### config.mk
export PLATFORM = sky130hd
export DESIGN_NAME = clk_sel_sequencer
export DESIGN_NICKNAME = d
export VERILOG_FILES = /design/src/rtl/clk_sel_pkg.sv /design/src/rtl/clk_sel_timer.sv /design/src/rtl/clk_sel_sequencer.sv
export SDC_FILE = /design/constraint.sdc
export NUM_CORES = 1
export LEC_CHECK = 0
export BUFFER_PORTS_ARGS = -buffer_cell sky130_fd_sc_hd__buf_2
export CAP_MARGIN = 20
export CORE_MARGIN = 10
export CORE_UTILIZATION = 50
export CTS_BUF_LIST = sky130_fd_sc_hd__clkbuf_4 sky130_fd_sc_hd__clkbuf_8
export DETAILED_ROUTE_END_ITERATION = 16
export PLACE_DENSITY = 0.69
export REMOVE_ABC_BUFFERS = 1
export SLEW_MARGIN = 20
export SYNTH_ARGS = -nofsm -noshare
export SYNTH_HDL_FRONTEND = slang
export SYNTH_SLANG_ARGS = --single-unit
### constraint.sdc
create_clock -name clk0 -period 4.25 [get_ports clk0]
set_input_delay 0.6375 -clock clk0 [delete_from_list [all_inputs] [get_ports clk0]]
set_output_delay 0.6375 -clock clk0 [all_outputs]
set_load 0.02 [all_outputs]
### src/rtl/clk_sel_pkg.sv
// Shared types and default timing constants for the clock-select sequencer.
package clk_sel_pkg;

  typedef enum logic [1:0] {
    IDLE   = 2'd0,
    SWITCH = 2'd1,
    HOLD   = 2'd2
  } clk_sel_state_t;

  localparam int unsigned DEF_SETTLE_CYC  = 8;
  localparam int unsigned DEF_DWELL_CYC   = 64;
  localparam int unsigned DEF_AUTO_PERIOD = 128;
  localparam int unsigned DEF_CNT_W       = 16;

endpackage

### src/rtl/clk_sel_timer.sv
// Down-counter shared by the settle and dwell phases; parks at zero.
module clk_sel_timer #(
  parameter int unsigned CNT_W = 16
) (
  input  logic             clk0,
  input  logic             rst,
  input  logic             load,
  input  logic [CNT_W-1:0] load_val,
  output logic             zero
);

  logic [CNT_W-1:0] cnt_q;

  always_ff @(posedge clk0) begin
    if (rst) begin
      cnt_q <= '0;
    end else if (load) begin
      cnt_q <= load_val;
    end else if (cnt_q != '0) begin
      cnt_q <= cnt_q - 1'b1;
    end
  end

  assign zero = (cnt_q == '0);

endmodule

### src/rtl/clk_sel_sequencer.sv
// Drives the select of a glitch-free 2:1 clock switch: handshake or periodic
// auto requests, a settle window, then a minimum dwell before the next change.
module clk_sel_sequencer
  import clk_sel_pkg::*;
#(
  parameter int unsigned SETTLE_CYC  = DEF_SETTLE_CYC,
  parameter int unsigned DWELL_CYC   = DEF_DWELL_CYC,
  parameter int unsigned AUTO_PERIOD = DEF_AUTO_PERIOD,
  parameter int unsigned CNT_W       = DEF_CNT_W
) (
  input  logic             clk0,
  input  logic             rst,
  input  logic             auto_en,
  input  logic             req_valid,
  input  logic             req_sel,
  output logic             req_ready,
  output logic             clksel,
  output logic             cur_sel,
  output logic             busy,
  output logic             done,
  output logic             drop,
  output logic [CNT_W-1:0] switch_cnt
);

  clk_sel_state_t   state_q;
  logic             clksel_q, cur_sel_q, busy_q, done_q, drop_q;
  logic [CNT_W-1:0] auto_cnt_q, switch_cnt_q;

  logic             accept, auto_fire, start_sw, next_sel;
  logic             tmr_load, tmr_zero;
  logic [CNT_W-1:0] tmr_load_val;

  assign req_ready = (state_q == IDLE) && !auto_en;
  assign accept    = req_valid && req_ready;
  assign auto_fire = (state_q == IDLE) && auto_en &&
                     (auto_cnt_q == CNT_W'(AUTO_PERIOD - 1));
  // accept and auto_fire are mutually exclusive since auto_en blocks req_ready
  assign start_sw  = (accept && (req_sel != clksel_q)) || auto_fire;
  assign next_sel  = auto_fire ? ~clksel_q : req_sel;

  always_comb begin
    tmr_load     = 1'b0;
    tmr_load_val = '0;
    if (start_sw) begin
      tmr_load     = 1'b1;
      tmr_load_val = CNT_W'(SETTLE_CYC - 1);
    end else if ((state_q == SWITCH) && tmr_zero) begin
      tmr_load     = 1'b1;
      tmr_load_val = CNT_W'(DWELL_CYC - 1);
    end
  end

  clk_sel_timer #(.CNT_W(CNT_W)) u_timer (
    .clk0     (clk0),
    .rst      (rst),
    .load     (tmr_load),
    .load_val (tmr_load_val),
    .zero     (tmr_zero)
  );

  always_ff @(posedge clk0) begin
    if (rst) begin
      state_q      <= IDLE;
      clksel_q     <= 1'b0;
      cur_sel_q    <= 1'b0;
      busy_q       <= 1'b0;
      done_q       <= 1'b0;
      drop_q       <= 1'b0;
      auto_cnt_q   <= '0;
      switch_cnt_q <= '0;
    end else begin
      done_q <= 1'b0;
      drop_q <= req_valid && !req_ready;

      if ((state_q == IDLE) && auto_en && !auto_fire) begin
        auto_cnt_q <= auto_cnt_q + 1'b1;
      end else begin
        auto_cnt_q <= '0;
      end

      case (state_q)
        IDLE: begin
          if (start_sw) begin
            clksel_q <= next_sel;
            state_q  <= SWITCH;
            busy_q   <= 1'b1;
            if (switch_cnt_q != '1) begin
              switch_cnt_q <= switch_cnt_q + 1'b1;
            end
          end else if (accept) begin
            done_q <= 1'b1;
          end
        end
        SWITCH: begin
          if (tmr_zero) begin
            state_q   <= HOLD;
            cur_sel_q <= clksel_q;
          end
        end
        HOLD: begin
          if (tmr_zero) begin
            state_q <= IDLE;
            busy_q  <= 1'b0;
            done_q  <= 1'b1;
          end
        end
        default: state_q <= IDLE;
      endcase
    end
  end

  assign clksel     = clksel_q;
  assign cur_sel    = cur_sel_q;
  assign busy       = busy_q;
  assign done       = done_q;
  assign drop       = drop_q;
  assign switch_cnt = switch_cnt_q;

endmodule

Word-level counts from Yosys, hierarchy flattened:

Cells that the tools add are included.

* $add $sub $neg: 3
* equal/unequal tests: 8
* multiplexer cells: 18
* bitwise gates (word level): 2
* reduce and logical (&&, ||, !) cells: 23

Operators with widths (count)
* $add 16x1->16 const B: 2
* $mux 16: 2
* $eq 16x7->1 const B: 1
* $logic_not 16->1: 1
* $ne 16x16->1 const B: 1
* $reduce_bool 16->1: 1
* $sub 16x1->16 const B: 1
* $mux 6: 2
* $reduce_and 3->1: 3
* $logic_and 1x1->1: 8
* $mux 1: 8
* $mux 2: 3
* $ne 2x2->1 const B: 3
* $pmux 2 s3: 1
* $pmux 1 s2: 2
* $reduce_and 2->1: 2
* $reduce_bool 2->1: 2
* $logic_not 1->1: 3
* $eq 2x1->1 const B: 1
* $eq 2x2->1 const B: 1
* $logic_not 2->1: 1
* $not 1->1: 2
* $reduce_or 2->1: 1
* $logic_or 1x1->1: 1
* $ne 1x1->1: 1

* register bits after elaboration: 55
* input port bits: 5
* output and inout port bits: 22
* logic and storage cells: 63

Logic depth before layout (Yosys ltp):

Gate-level depths: netlist of run 1.

* word-level depth: 7
* depth in mapped cells: 8

Hierarchy:

From an unflattened synthesis of run 1, not the netlist that was laid out.

* cell total of the unflattened synthesis: 327
* area, all modules: 2773.9 um^2

Modules (own cells, without submodules)
* clk_sel_sequencer: times used 1, cells each 211, area an instance 1809.2 um^2
* clk_sel_timer: times used 1, cells each 116, area an instance 964.7 um^2

Worst setup path after synthesis of run 1:

No wires, ideal clock.

* path type: input-to-reg
* start: input auto_en
* end: register switch_cnt_q[14], in the netlist switch_cnt[14]
* library setup time: 0.123 ns
* data arrival time: 2.278 ns
* setup slack: 1.848 ns
* cell stages on the path: 6
* buffers on the path: 1
* cell sequence: nor3_1 > nand3_1 > o21a_1 > buf_6 > nor4_2 > mux2_1

* word-level cells in the longest chain between the ends: 6
* elaborated cells on any way between the ends: 8
* those cells by class: 8 x reduce/logical

RTL lines
* from (decl): line clk_sel_sequencer.sv:13 `input logic auto_en,`
* $logic_not 1->1: line clk_sel_sequencer.sv:33 `assign req_ready = (state_q == IDLE) && !auto_en;`
* $logic_and 1x1->1: line clk_sel_sequencer.sv:33
* $logic_and 1x1->1: line clk_sel_sequencer.sv:34 `assign accept = req_valid && req_ready;`
* $logic_and 1x1->1: line clk_sel_sequencer.sv:38 `assign start_sw = (accept && (req_sel != clksel_q)) || auto_fire;`
* $logic_or 1x1->1 (*): line clk_sel_sequencer.sv:38
* $reduce_and 3->1 (no line) (*)
* to (signal assigned): line clk_sel_sequencer.sv:88 `switch_cnt_q <= switch_cnt_q + 1'b1;`
* to (decl): line clk_sel_sequencer.sv:27 `logic [CNT_W-1:0] auto_cnt_q, switch_cnt_q;`

Mark *: on every way between the ends. The rest lies on a longest branch, timed or not.
A chain may end at the register's enable or synchronous reset.

Worst setup path in the final report of run 1:

* start: register auto_cnt_q[0]
* end: register u_timer.cnt_q[9]

* word-level cells in the longest chain between the ends: 5
* elaborated cells on any way between the ends: 6
* those cells by class: 1 x eq/ne; 2 x mux; 3 x reduce/logical

RTL lines
* from (decl): line clk_sel_sequencer.sv:27
* from (signal assigned): line clk_sel_sequencer.sv:76 `auto_cnt_q <= auto_cnt_q + 1'b1;`
* $eq 16x7->1 (*): line clk_sel_sequencer.sv:36 `(auto_cnt_q == CNT_W'(AUTO_PERIOD - 1));`
* $logic_and 1x1->1 (*): line clk_sel_sequencer.sv:35 `assign auto_fire = (state_q == IDLE) && auto_en &&`
* $logic_or 1x1->1 (*): line clk_sel_sequencer.sv:38
* $mux 1 (*): line clk_sel_sequencer.sv:44 `if (start_sw) begin`
* $mux 16 / $reduce_bool 2->1 (equally long branches)
* to (signal assigned): line clk_sel_timer.sv:18 `cnt_q <= load_val;`
* to (signal assigned): line clk_sel_timer.sv:20 `cnt_q <= cnt_q - 1'b1;`
* to (decl): line clk_sel_timer.sv:12 `logic [CNT_W-1:0] cnt_q;`

Marked as above.

==> results of run 1 <==
==> synth_stat cells, types with 2 or more instances <==
cell type and number:
sky130_fd_sc_hd__dfxtp_1 55, sky130_fd_sc_hd__nor2_1 37, sky130_fd_sc_hd__a21oi_1 20, sky130_fd_sc_hd__nand2_1 15, sky130_fd_sc_hd__or3_1 15, sky130_fd_sc_hd__xnor2_1 14, sky130_fd_sc_hd__nand4_1 11, sky130_fd_sc_hd__nor3_1 11
sky130_fd_sc_hd__xor2_1 11, sky130_fd_sc_hd__nand3_1 10, sky130_fd_sc_hd__o21ai_0 9, sky130_fd_sc_hd__clkbuf_1 8, sky130_fd_sc_hd__inv_1 6, sky130_fd_sc_hd__nor4_1 6, sky130_fd_sc_hd__and3_1 5, sky130_fd_sc_hd__nand2b_1 5
sky130_fd_sc_hd__nor2b_1 5, sky130_fd_sc_hd__ha_1 4, sky130_fd_sc_hd__nand3b_1 4, sky130_fd_sc_hd__o31ai_1 4, sky130_fd_sc_hd__or4_1 4, sky130_fd_sc_hd__and2_1 3, sky130_fd_sc_hd__mux2_2 3, sky130_fd_sc_hd__nor4_2 3
sky130_fd_sc_hd__o22ai_1 3, sky130_fd_sc_hd__a211oi_1 2, sky130_fd_sc_hd__buf_2 2, sky130_fd_sc_hd__mux2_1 2, sky130_fd_sc_hd__mux2i_1 2, sky130_fd_sc_hd__nor3_2 2, sky130_fd_sc_hd__or2_2 2
==> per-layer routing <==
metal | up-vias | wire length, µm | global-route usage, %
met5 | - | 0 | 0
met4 | 0 | 64 | 3.985
met3 | 5 | 244 | 4.278
met2 | 36 | 2379 | 20.12
met1 | 988 | 2690 | 16.31
li1 | 1123 | - | -
==> cells in the final DEF (no fill, tap or decap), types with 2 or more instances in the layout <==
master / n
sky130_fd_sc_hd__dfxtp_1: 55
sky130_fd_sc_hd__a21oi_1: 20
sky130_fd_sc_hd__or2_2: 2
sky130_fd_sc_hd__or4_1: 4
sky130_fd_sc_hd__nor2b_1: 5
sky130_fd_sc_hd__mux2_2: 3
sky130_fd_sc_hd__nand2b_1: 5
sky130_fd_sc_hd__or3_1: 15
sky130_fd_sc_hd__xor2_1: 11
sky130_fd_sc_hd__ha_1: 4
sky130_fd_sc_hd__mux2i_1: 2
sky130_fd_sc_hd__mux2_1: 2
sky130_fd_sc_hd__inv_1: 6
sky130_fd_sc_hd__clkbuf_8: 7
sky130_fd_sc_hd__xnor2_1: 14
sky130_fd_sc_hd__and2_1: 3
sky130_fd_sc_hd__nand3_1: 10
sky130_fd_sc_hd__nor4_1: 6
sky130_fd_sc_hd__o31ai_1: 4
sky130_fd_sc_hd__o22ai_1: 3
sky130_fd_sc_hd__a211oi_1: 2
sky130_fd_sc_hd__o21ai_0: 9
sky130_fd_sc_hd__nand2_1: 15
sky130_fd_sc_hd__nand3b_1: 4
sky130_fd_sc_hd__nand4_1: 11
sky130_fd_sc_hd__nor4_2: 3
sky130_fd_sc_hd__and3_1: 5
sky130_fd_sc_hd__nor2_1: 37
sky130_fd_sc_hd__buf_2: 26
sky130_fd_sc_hd__nor3_2: 2
sky130_fd_sc_hd__nor3_1: 11
==> power groups by stage <==
stage	registers [W]	clock network, W	logic, W
6_report	0.000652	0.000320	0.000540
3_5_place_dp	0.000663	0	0.000543
2_1_floorplan	0.000654	0	0.000452
4_1_cts	0.000652	0.000329	0.000547
5_1_grt	0.000663	0.000355	0.000607
3_3_place_gp	0.000661	0	0.000534
==> worst max path at each step <==
stage                       start                to  slack, ns
detailed placement        auto_en    switch_cnt[14]       1.70
CTS                 auto_cnt_q[0]  u_timer.cnt_q[9]       1.71
floorplan                 auto_en    switch_cnt[14]       1.72
global route        auto_cnt_q[0]  u_timer.cnt_q[9]       1.44
finish              auto_cnt_q[0]  u_timer.cnt_q[9]       1.74
global placement          auto_en    switch_cnt[14]       1.73
==> state kept, by name, indices dropped and copies added, names as in the netlist <==
signal         cells
done               1
switch_cnt        16
auto_cnt_q        16
cur_sel            1
busy               1
u_timer.cnt_q     16
clksel             1
state_q            2
drop               1
==> kinds of logic after synthesis <==
family          Yosys count
compound gates           45
xor+xnor                 25
mux                       8
buf+inv                  17
fa+ha+maj                 4
simple gates            147
flops                    55
==> area by class of cell <==
type	count	area, µm²	share of cell area, %
timing repair buffer	26	130.1	4.465
inverter	6	22.52	0.7729
clock buffer	8	103.9	3.564
sequential	55	1101	37.78
tap	70	87.58	3.006
multi-input combinational	229	1469	50.41
==> metrics by stage <==
step | std cells | hold WS [ns] | utilization (%)
after floorplan | 290 | 0.4300 | -
after global placement | 386 | 0.4450 | 55.02
after detailed placement | 386 | 0.4537 | 55.02
after CTS | 394 | 0.4763 | 57.06
after global routing | 394 | 0.5002 | 57.06
final | 394 | 0.4699 | 57.06
==> results.sh, run 1 <==
export IMPL_hold_path_end="auto_cnt_q[0]"
export IMPL_post_synth_main_area_contributors="sky130_fd_sc_hd__dfxtp_1 (42%), sky130_fd_sc_hd__nor2_1 (5.3%), sky130_fd_sc_hd__xnor2_1 (4.6%)"
export IMPL_worst_r2r_path_depth=6
export IMPL_cp_data_required_time_ns=4.48
export IMPL_synth_sequential_area_ratio_pct=41.65
export IMPL_fin_crit_sh_pct=59.00
export IMPL_post_synthesis_cell_type_with_the_largest_combined_area="sky130_fd_sc_hd__dfxtp_1"
export IMPL_static_leakage_power_nw=1.056
export IMPL_synth_enable_flop_cells=0
export IMPL_dieWidth_um=92.72
export IMPL_layout_filler_cells=513
export IMPL_timing_rr_start="auto_cnt_q[0]"
export IMPL_ys_flop_type="sky130_fd_sc_hd__dfxtp_1"
export IMPL_synthesized_area_fraction_occupied_by_and_or_nand_nor_cells_pct=31.90
export IMPL_fp_coreArea_um2=5107
export IMPL_synthesis_yosys_warnings=0
export IMPL_route_detailed_drc=0
export IMPL_detailedRoute_firstPassIterationCount=4
export IMPL_hold_path_startpoint="auto_cnt_q[0]"
export IMPL_synth_lib_cells_used_distinct=49
export IMPL_final_design_area_no_fill_um2=2914
export IMPL_number_of_cells_traversed_by_the_worst_hold_path=1
export IMPL_placed_area_um2=2810
export IMPL_timing_critical_path_slowest_stage_cell="sky130_fd_sc_hd__o21a_1"
export IMPL_cellInternalPower_w=0.0009818
export IMPL_floorplan_rows=26
export IMPL_maximum_fanout_along_the_worst_path=34
export IMPL_cts_reportedPaths_clkPinSlew_ns=0.10
export IMPL_post_cts_resized=0
export IMPL_clock_skew_final_ns=0.008922
export IMPL_worst_setup_path_end_kind="flip-flop"
export IMPL_worst_pin_slew_ns=0.9571
export IMPL_rsz_0062_raised_after_global_routing="false"
export IMPL_timing_reg2reg_setup_slack_ns=1.74
export IMPL_hold_viol_final=0
export IMPL_synthesis_instances=301
export IMPL_dieArea_um2=8596
export IMPL_critical_path_max_stage_delay_ns=0.78
export IMPL_die_height_um=92.72
export IMPL_adder_and_majority_cell_fraction_of_the_synthesized_area_pct=1.893
export IMPL_initialDrtViolationCount=103
export IMPL_post_cts_hold_buffer_count=0
export IMPL_post_cts_repair_setup_buffers=0
export IMPL_yosys_register_bits=55
export IMPL_clock_tree_root_cell="sky130_fd_sc_hd__clkbuf_8"
export IMPL_achievable_frequency_ghz=0.3988
export IMPL_p_per_area_nw_per_um2=518.8
export IMPL_numPortBuffers=26
export IMPL_dp_hpwl_um=3799
export IMPL_route_detailed_vias_per_inst=5.462
export IMPL_pwr_share_comb_pct=35.7
export IMPL_grt_overflow_total=0
export IMPL_worst_hold_path_type="flip-flop to flip-flop"
export IMPL_netlist_area_um2=2644
export IMPL_p_clk_share_pct=21.2
export IMPL_worst_path_buf_inv=0
export IMPL_synth_top_cell_area_share_pct=41.65
export IMPL_switchingPower_w=0.0005300
export IMPL_synth_xor_area_share_pct=8.282
export IMPL_worst_setup_path_type="flip-flop to flip-flop"
export IMPL_timing_critical_path_cells="ha_1, and4_1, nand4_1, o21a_1, nand3b_1, a21oi_1"
export IMPL_grt_antenna_before_repair=0
export IMPL_place_ws_ns=1.704
export IMPL_critical_path_top_delay_family="compound AO/OA/AOI/OAI gates"
export IMPL_yosys_mux_area_fraction_pct=3.455
export IMPL_initial_core_util_pct=51.76
export IMPL_grt_max_degree=39
export IMPL_route_detailed_wl_per_inst_um=13.65
export IMPL_switching_share_of_power_pct=35.06
export IMPL_antenna_violating_nets_post_route=0
export IMPL_clockBufferDepth=2
export IMPL_power_frac_seq_pct=43.1
export IMPL_timing_setup_tns_ns=0
export IMPL_outcome="finished clean"
export IMPL_vdd_drop_max_v=0.0002535
export IMPL_worst_ep_arrival_time_ns=2.74
export IMPL_vias_in_the_first_global_route=2047
export IMPL_worst_setup_path_start_kind="flip-flop"
export IMPL_min_period_ns=2.508
export IMPL_first_pass_grt_wire_length_um=9246
export IMPL_antenna_diode_count=0
export IMPL_area_growth_synth_to_final_pct=10.22
export IMPL_io_pins=27
export IMPL_drv_slew=0
export IMPL_vias=2152
export IMPL_gpl_final_weighted_congestion=0.8006
export IMPL_worstReg2RegEnd="u_timer.cnt_q[9]"
export IMPL_num_nets_final=332
export IMPL_worst_skew_pair_late_latency_ns=0.31
export IMPL_clock_sink_count=55
export IMPL_synth_compound_area_share_pct=10.03
export IMPL_detail_route_wirelength_um=5379
export IMPL_largest_family_of_logic_cells_by_synthesized_area="simple AND/OR/NAND/NOR gates"
export IMPL_cts_tree="yes"
export IMPL_drive_above_1_share_pct=15.74
export IMPL_final_setup_viol_count=0
export IMPL_cap_violations=0
export IMPL_timing_slew_headroom_pct=36.20
export IMPL_worst_path_stages=6
export IMPL_grt_usage_pct=12.85
export IMPL_p_total_w=0.001512
export IMPL_synth_area_per_cell_um2=8.783
export IMPL_layout_setup_ws_ns=1.742
export IMPL_postSynth_asyncResetShare_pct=0
export IMPL_cts_buffers=5
export IMPL_h_tree_depth=2
No activity file was read; power rests on OpenSTA's default activity.
==> run 2: changes to the inputs <==
Settings changed: PLACE_DENSITY 0.69 to 0.72.
Clock period 4.25 ns to 2.3 ns, I/O delays scaled along.
==> results.sh, run 2 (same netlist as run 1, synthesis figures left out) <==
export IMPL_initialDrtViolationCount=100
export IMPL_post_cts_resized=0
export IMPL_cts_reportedPaths_clkPinSlew_ns=0.10
export IMPL_rsz_0062_raised_after_global_routing="false"
export IMPL_grt_usage_pct=13.02
export IMPL_timing_slew_headroom_pct=61.36
export IMPL_timing_critical_path_slowest_stage_cell="sky130_fd_sc_hd__dfxtp_1"
export IMPL_h_tree_depth=2
export IMPL_timing_setup_tns_ns=0
export IMPL_antenna_diode_count=0
export IMPL_place_ws_ns=0.1392
export IMPL_worst_pin_slew_ns=0.5744
export IMPL_dieWidth_um=92.72
export IMPL_final_common_cell="sky130_fd_sc_hd__dfxtp_1"
export IMPL_area_growth_synth_to_final_pct=13.20
export IMPL_grt_overflow_total=0
export IMPL_worst_path_buf_inv=1
export IMPL_post_cts_hold_buffer_count=0
export IMPL_fin_crit_sh_pct=92.89
export IMPL_worst_hold_path_type="input port to flip-flop"
export IMPL_clock_skew_final_ns=0.004103
export IMPL_worst_skew_pair_late_latency_ns=0.31
export IMPL_hold_viol_final=0
export IMPL_detailedRoute_firstPassIterationCount=4
export IMPL_timing_reg2reg_setup_slack_ns=0.16
export IMPL_vias_in_the_first_global_route=2077
export IMPL_worstReg2RegEnd="switch_cnt[14]"
export IMPL_clockBufferDepth=2
export IMPL_gpl_final_weighted_congestion=0.8368
export IMPL_fp_coreArea_um2=5107
export IMPL_stdcell_count=398
export IMPL_timing_critical_path_cells="ha_1, and4_4, nand4_1, o21a_1, buf_12, nor4_2, mux2_1"
export IMPL_drive_above_1_share_pct=17.38
export IMPL_route_detailed_drc=0
export IMPL_grt_antenna_before_repair=0
export IMPL_critical_path_top_delay_family="simple AND/OR/NAND/NOR gates"
export IMPL_achievable_frequency_ghz=0.4681
export IMPL_first_pass_grt_wire_length_um=9632
export IMPL_hold_path_startpoint="req_sel"
export IMPL_clock_tree_root_cell="sky130_fd_sc_hd__clkbuf_8"
export IMPL_place_inst=390
export IMPL_vdd_drop_max_v=0.0004827
export IMPL_route_detailed_vias_per_inst=5.563
export IMPL_floorplan_rows=26
export IMPL_drv_slew=0
export IMPL_worst_setup_path_end_kind="flip-flop"
export IMPL_die_height_um=92.72
export IMPL_cap_violations=0
export IMPL_grt_max_degree=35
export IMPL_vias=2214
export IMPL_maximum_fanout_along_the_worst_path=34
export IMPL_detail_route_wirelength_um=5429
export IMPL_num_nets_final=336
export IMPL_dieArea_um2=8596
export IMPL_antenna_violating_nets_post_route=0
export IMPL_cp_data_required_time_ns=2.51
export IMPL_min_period_ns=2.136
export IMPL_io_pins=27
export IMPL_commonest_non_fill_non_tap_cells_in_the_layout="sky130_fd_sc_hd__dfxtp_1 (54), sky130_fd_sc_hd__nor2_1 (37), sky130_fd_sc_hd__buf_2 (26)"
export IMPL_critical_path_max_stage_delay_ns=0.36
export IMPL_worst_r2r_path_depth=7
export IMPL_numPortBuffers=26
export IMPL_worst_setup_path_start_kind="flip-flop"
export IMPL_timing_rr_start="auto_cnt_q[1]"
export IMPL_worst_setup_path_type="flip-flop to flip-flop"
export IMPL_post_cts_repair_setup_buffers=0
export IMPL_route_detailed_wl_per_inst_um=13.64
export IMPL_layout_setup_ws_ns=0.1636
export IMPL_cts_buffers=5
export IMPL_outcome="finished clean"
export IMPL_hold_path_end="clksel"
export IMPL_clock_sink_count=55
export IMPL_static_leakage_power_nw=1.091
export IMPL_number_of_cells_traversed_by_the_worst_hold_path=3
export IMPL_initial_core_util_pct=51.76
export IMPL_p_per_area_nw_per_um2=1002
export IMPL_cts_tree="yes"
export IMPL_final_setup_viol_count=0
export IMPL_worst_ep_arrival_time_ns=2.34
export IMPL_dp_hpwl_um=3872
run 2: final cells by class:
cell class,count,area (µm²)
fillers,483,2115
multi-input cells,229,1471
flip-flops and latches,55,1102
repair buffers,30,172.7
well taps,70,87.58
clock buffers,5,68.82
clock inverters,3,67.56
inverters,6,22.52
run 2: per-layer routing:
metal | vias to the layer above | part of all wire [%] | GRT usage, %
li1 | 1135 | - | -
met1 | 1024 | 50 | 17.17
met2 | 51 | 44 | 20.24
met3 | 4 | 5.3 | 3.793
met4 | 0 | 0.88 | 3.599
met5 | - | 0 | 0
run 2: worst max-delay path by stage:
stage                        startpoint              to  slack, ns  depth (start not counted)
after CTS                 auto_cnt_q[0]  switch_cnt[14]       0.13                          7
after floorplan              state_q[0]  switch_cnt[14]       0.04                          5
after detailed placement  auto_cnt_q[0]  switch_cnt[14]       0.14                          7
after global placement    auto_cnt_q[0]  switch_cnt[14]       0.22                          7
final                     auto_cnt_q[1]  switch_cnt[14]       0.16                          7
after global routing      auto_cnt_q[1]  switch_cnt[14]       0.02                          7
run 2: worst min-delay path: stages:
cell                      delay (ns)
sky130_fd_sc_hd__buf_2          0.12
sky130_fd_sc_hd__nand2_1        0.05
sky130_fd_sc_hd__a21oi_1        0.05
run 2: report_power, final:
| part | switching (W) | internal, W | leakage (nW) | total [W] |
|---|---|---|---|---|
| Combinational | 0.000566 | 0.000478 | 0.579 | 0.00104 |
| Clock | 0.000314 | 0.000434 | 0.0644 | 0.000748 |
| Sequential | 0.000128 | 0.00108 | 0.447 | 0.00121 |
run 2: through the flow:
stage                     cell area, µm²  hold slack [ns]  util, %  power (W)
after CTS                           2989           0.2860    58.53   0.003021
after global placement              2853           0.4464    55.86   0.002243
after detailed placement            2853           0.4713    55.86   0.002266
after floorplan                     2592           0.4074        -   0.002043
final                               2993           0.2924    58.60   0.002998
after global routing                2993           0.2961    58.60   0.003200
==> run 3: changes to the inputs <==
Settings changed: PLACE_DENSITY 0.72 to 0.79.
==> results.sh, run 3 (same netlist as run 1, synthesis figures left out) <==
export IMPL_outcome="finished clean"
export IMPL_antenna_diode_count=0
export IMPL_min_period_ns=2.158
export IMPL_clock_tree_root_cell="sky130_fd_sc_hd__clkbuf_8"
export IMPL_final_common_cell="sky130_fd_sc_hd__dfxtp_1"
export IMPL_grt_max_degree=35
export IMPL_num_nets_final=337
export IMPL_timing_critical_path_cells="ha_2, and4_2, nand4_1, o21a_1, buf_12, nor4_2, mux2_1"
export IMPL_timing_setup_tns_ns=0
export IMPL_final_setup_viol_count=0
export IMPL_drv_slew=0
export IMPL_timing_critical_path_slowest_stage_cell="sky130_fd_sc_hd__dfxtp_1"
export IMPL_worst_setup_path_end_kind="flip-flop"
export IMPL_route_detailed_vias_per_inst=5.516
export IMPL_cap_violations=0
export IMPL_p_clk_share_pct=20.0
export IMPL_worst_pin_slew_ns=0.6244
export IMPL_critical_path_top_delay_family="simple AND/OR/NAND/NOR gates"
export IMPL_power_frac_seq_pct=42.9
export IMPL_hold_viol_final=0
export IMPL_commonest_non_fill_non_tap_cells_in_the_layout="sky130_fd_sc_hd__dfxtp_1 (54), sky130_fd_sc_hd__nor2_1 (37), sky130_fd_sc_hd__buf_2 (26)"
export IMPL_drive_above_1_share_pct=17.93
export IMPL_io_pins=27
export IMPL_layout_filler_cells=481
export IMPL_detail_route_wirelength_um=5373
export IMPL_grt_usage_pct=13.06
export IMPL_h_tree_depth=2
export IMPL_cp_data_required_time_ns=2.51
export IMPL_worst_hold_path_type="input port to flip-flop"
export IMPL_switching_share_of_power_pct=36.60
export IMPL_worst_setup_path_start_kind="flip-flop"
export IMPL_worst_ep_arrival_time_ns=2.37
export IMPL_grt_overflow_total=0
export IMPL_initial_core_util_pct=51.76
export IMPL_gpl_final_weighted_congestion=0.8247
export IMPL_place_ws_ns=0.1498
export IMPL_antenna_violating_nets_post_route=0
export IMPL_cellInternalPower_w=0.001780
export IMPL_area_growth_synth_to_final_pct=11.97
export IMPL_floorplan_rows=26
export IMPL_grt_antenna_before_repair=0
export IMPL_rsz_0062_raised_after_global_routing="false"
export IMPL_die_height_um=92.72
export IMPL_fin_crit_sh_pct=93.81
export IMPL_route_detailed_wl_per_inst_um=13.47
export IMPL_numPortBuffers=26
export IMPL_worst_setup_path_type="flip-flop to flip-flop"
export IMPL_clockBufferDepth=2
export IMPL_route_detailed_drc=0
export IMPL_clock_skew_final_ns=0.01335
export IMPL_vias_in_the_first_global_route=2149
export IMPL_first_pass_grt_wire_length_um=9446
export IMPL_maximum_fanout_along_the_worst_path=34
export IMPL_cts_reportedPaths_clkPinSlew_ns=0.11
export IMPL_dp_hpwl_um=3908
export IMPL_clock_sink_count=55
export IMPL_static_leakage_power_nw=1.077
export IMPL_pwr_share_comb_pct=37.1
export IMPL_dieArea_um2=8596
export IMPL_vdd_drop_max_v=0.0004486
export IMPL_timing_slew_headroom_pct=57.99
export IMPL_worst_skew_pair_late_latency_ns=0.31
export IMPL_critical_path_max_stage_delay_ns=0.38
export IMPL_cts_tree="yes"
export IMPL_dieWidth_um=92.72
export IMPL_p_per_area_nw_per_um2=948.3
export IMPL_vias=2201
export IMPL_worst_path_buf_inv=1
export IMPL_detailedRoute_firstPassIterationCount=4
export IMPL_initialDrtViolationCount=169
export IMPL_post_route_util_pct=57.96
export IMPL_layout_setup_ws_ns=0.1423
export IMPL_achievable_frequency_ghz=0.4635
export IMPL_fp_coreArea_um2=5107
export IMPL_cts_buffers=5
export IMPL_switchingPower_w=0.001027
## run 3: layer usage
layer / global-route usage (%) / share of wire [%]
met5: 0 / 0
met4: 4.370 / 0.71
met3: 4.278 / 5.2
met2: 21.00 / 46
met1: 16.06 / 48
## run 3: final timing paths
path / startpoint / end / slack, ns / cells after the start
worst max-delay path: auto_cnt_q[1] / switch_cnt[14] / 0.14 / 7
worst min-delay path: req_sel / clksel / 0.29 / 3
worst max register to register: auto_cnt_q[1] / switch_cnt[14] / 0.14 / 7
worst min register to register: auto_cnt_q[0] / auto_cnt_q[0] / 0.44 / 1
## run 3: what timing repair did
action / CTS / global route
setup buffers: 0 / 0
gates resized for setup: 0 / 3
hold buffers: 0 / 0
endpoints found under the setup margin: 0 / 3
## run 3: area by class of cell
cell class / instances / area, µm² / share of cell area, %
Sequential cell: 55 / 1102 / 37.24
Multi-Input combinational cell: 229 / 1473 / 49.75
Timing Repair Buffer: 31 / 180.2 / 6.086
Clock buffer: 5 / 68.82 / 2.325
Clock inverter: 3 / 26.28 / 0.8876
Inverter: 6 / 22.52 / 0.7608
Tap cell: 70 / 87.58 / 2.959
## run 3: power groups by stage
stage	registers (W)	logic, W	clock network, W
after global placement	0.00122	0.00101	0
after detailed placement	0.00123	0.00104	0
after CTS	0.00120	0.00105	0.000573
after floorplan	0.00121	0.000835	0
after global routing	0.00122	0.00118	0.000612
final	0.00121	0.00104	0.000561
## run 3: tightest hold or removal path, stage by stage
cell                      delay [ns]
sky130_fd_sc_hd__buf_2          0.12
sky130_fd_sc_hd__nand2_1        0.05
sky130_fd_sc_hd__a21oi_1        0.05
## run 3: through the flow
stage / instances / hold WS (ns) / power, W / cell area [µm²]
2_1_floorplan: 290 / 0.4074 / 0.002043 / 2592
3_3_place_gp: 391 / 0.4442 / 0.002232 / 2860
3_5_place_dp: 391 / 0.4508 / 0.002261 / 2860
4_1_cts: 399 / 0.2822 / 0.002827 / 2955
5_1_grt: 399 / 0.2920 / 0.003018 / 2960
6_report: 399 / 0.2864 / 0.002807 / 2960
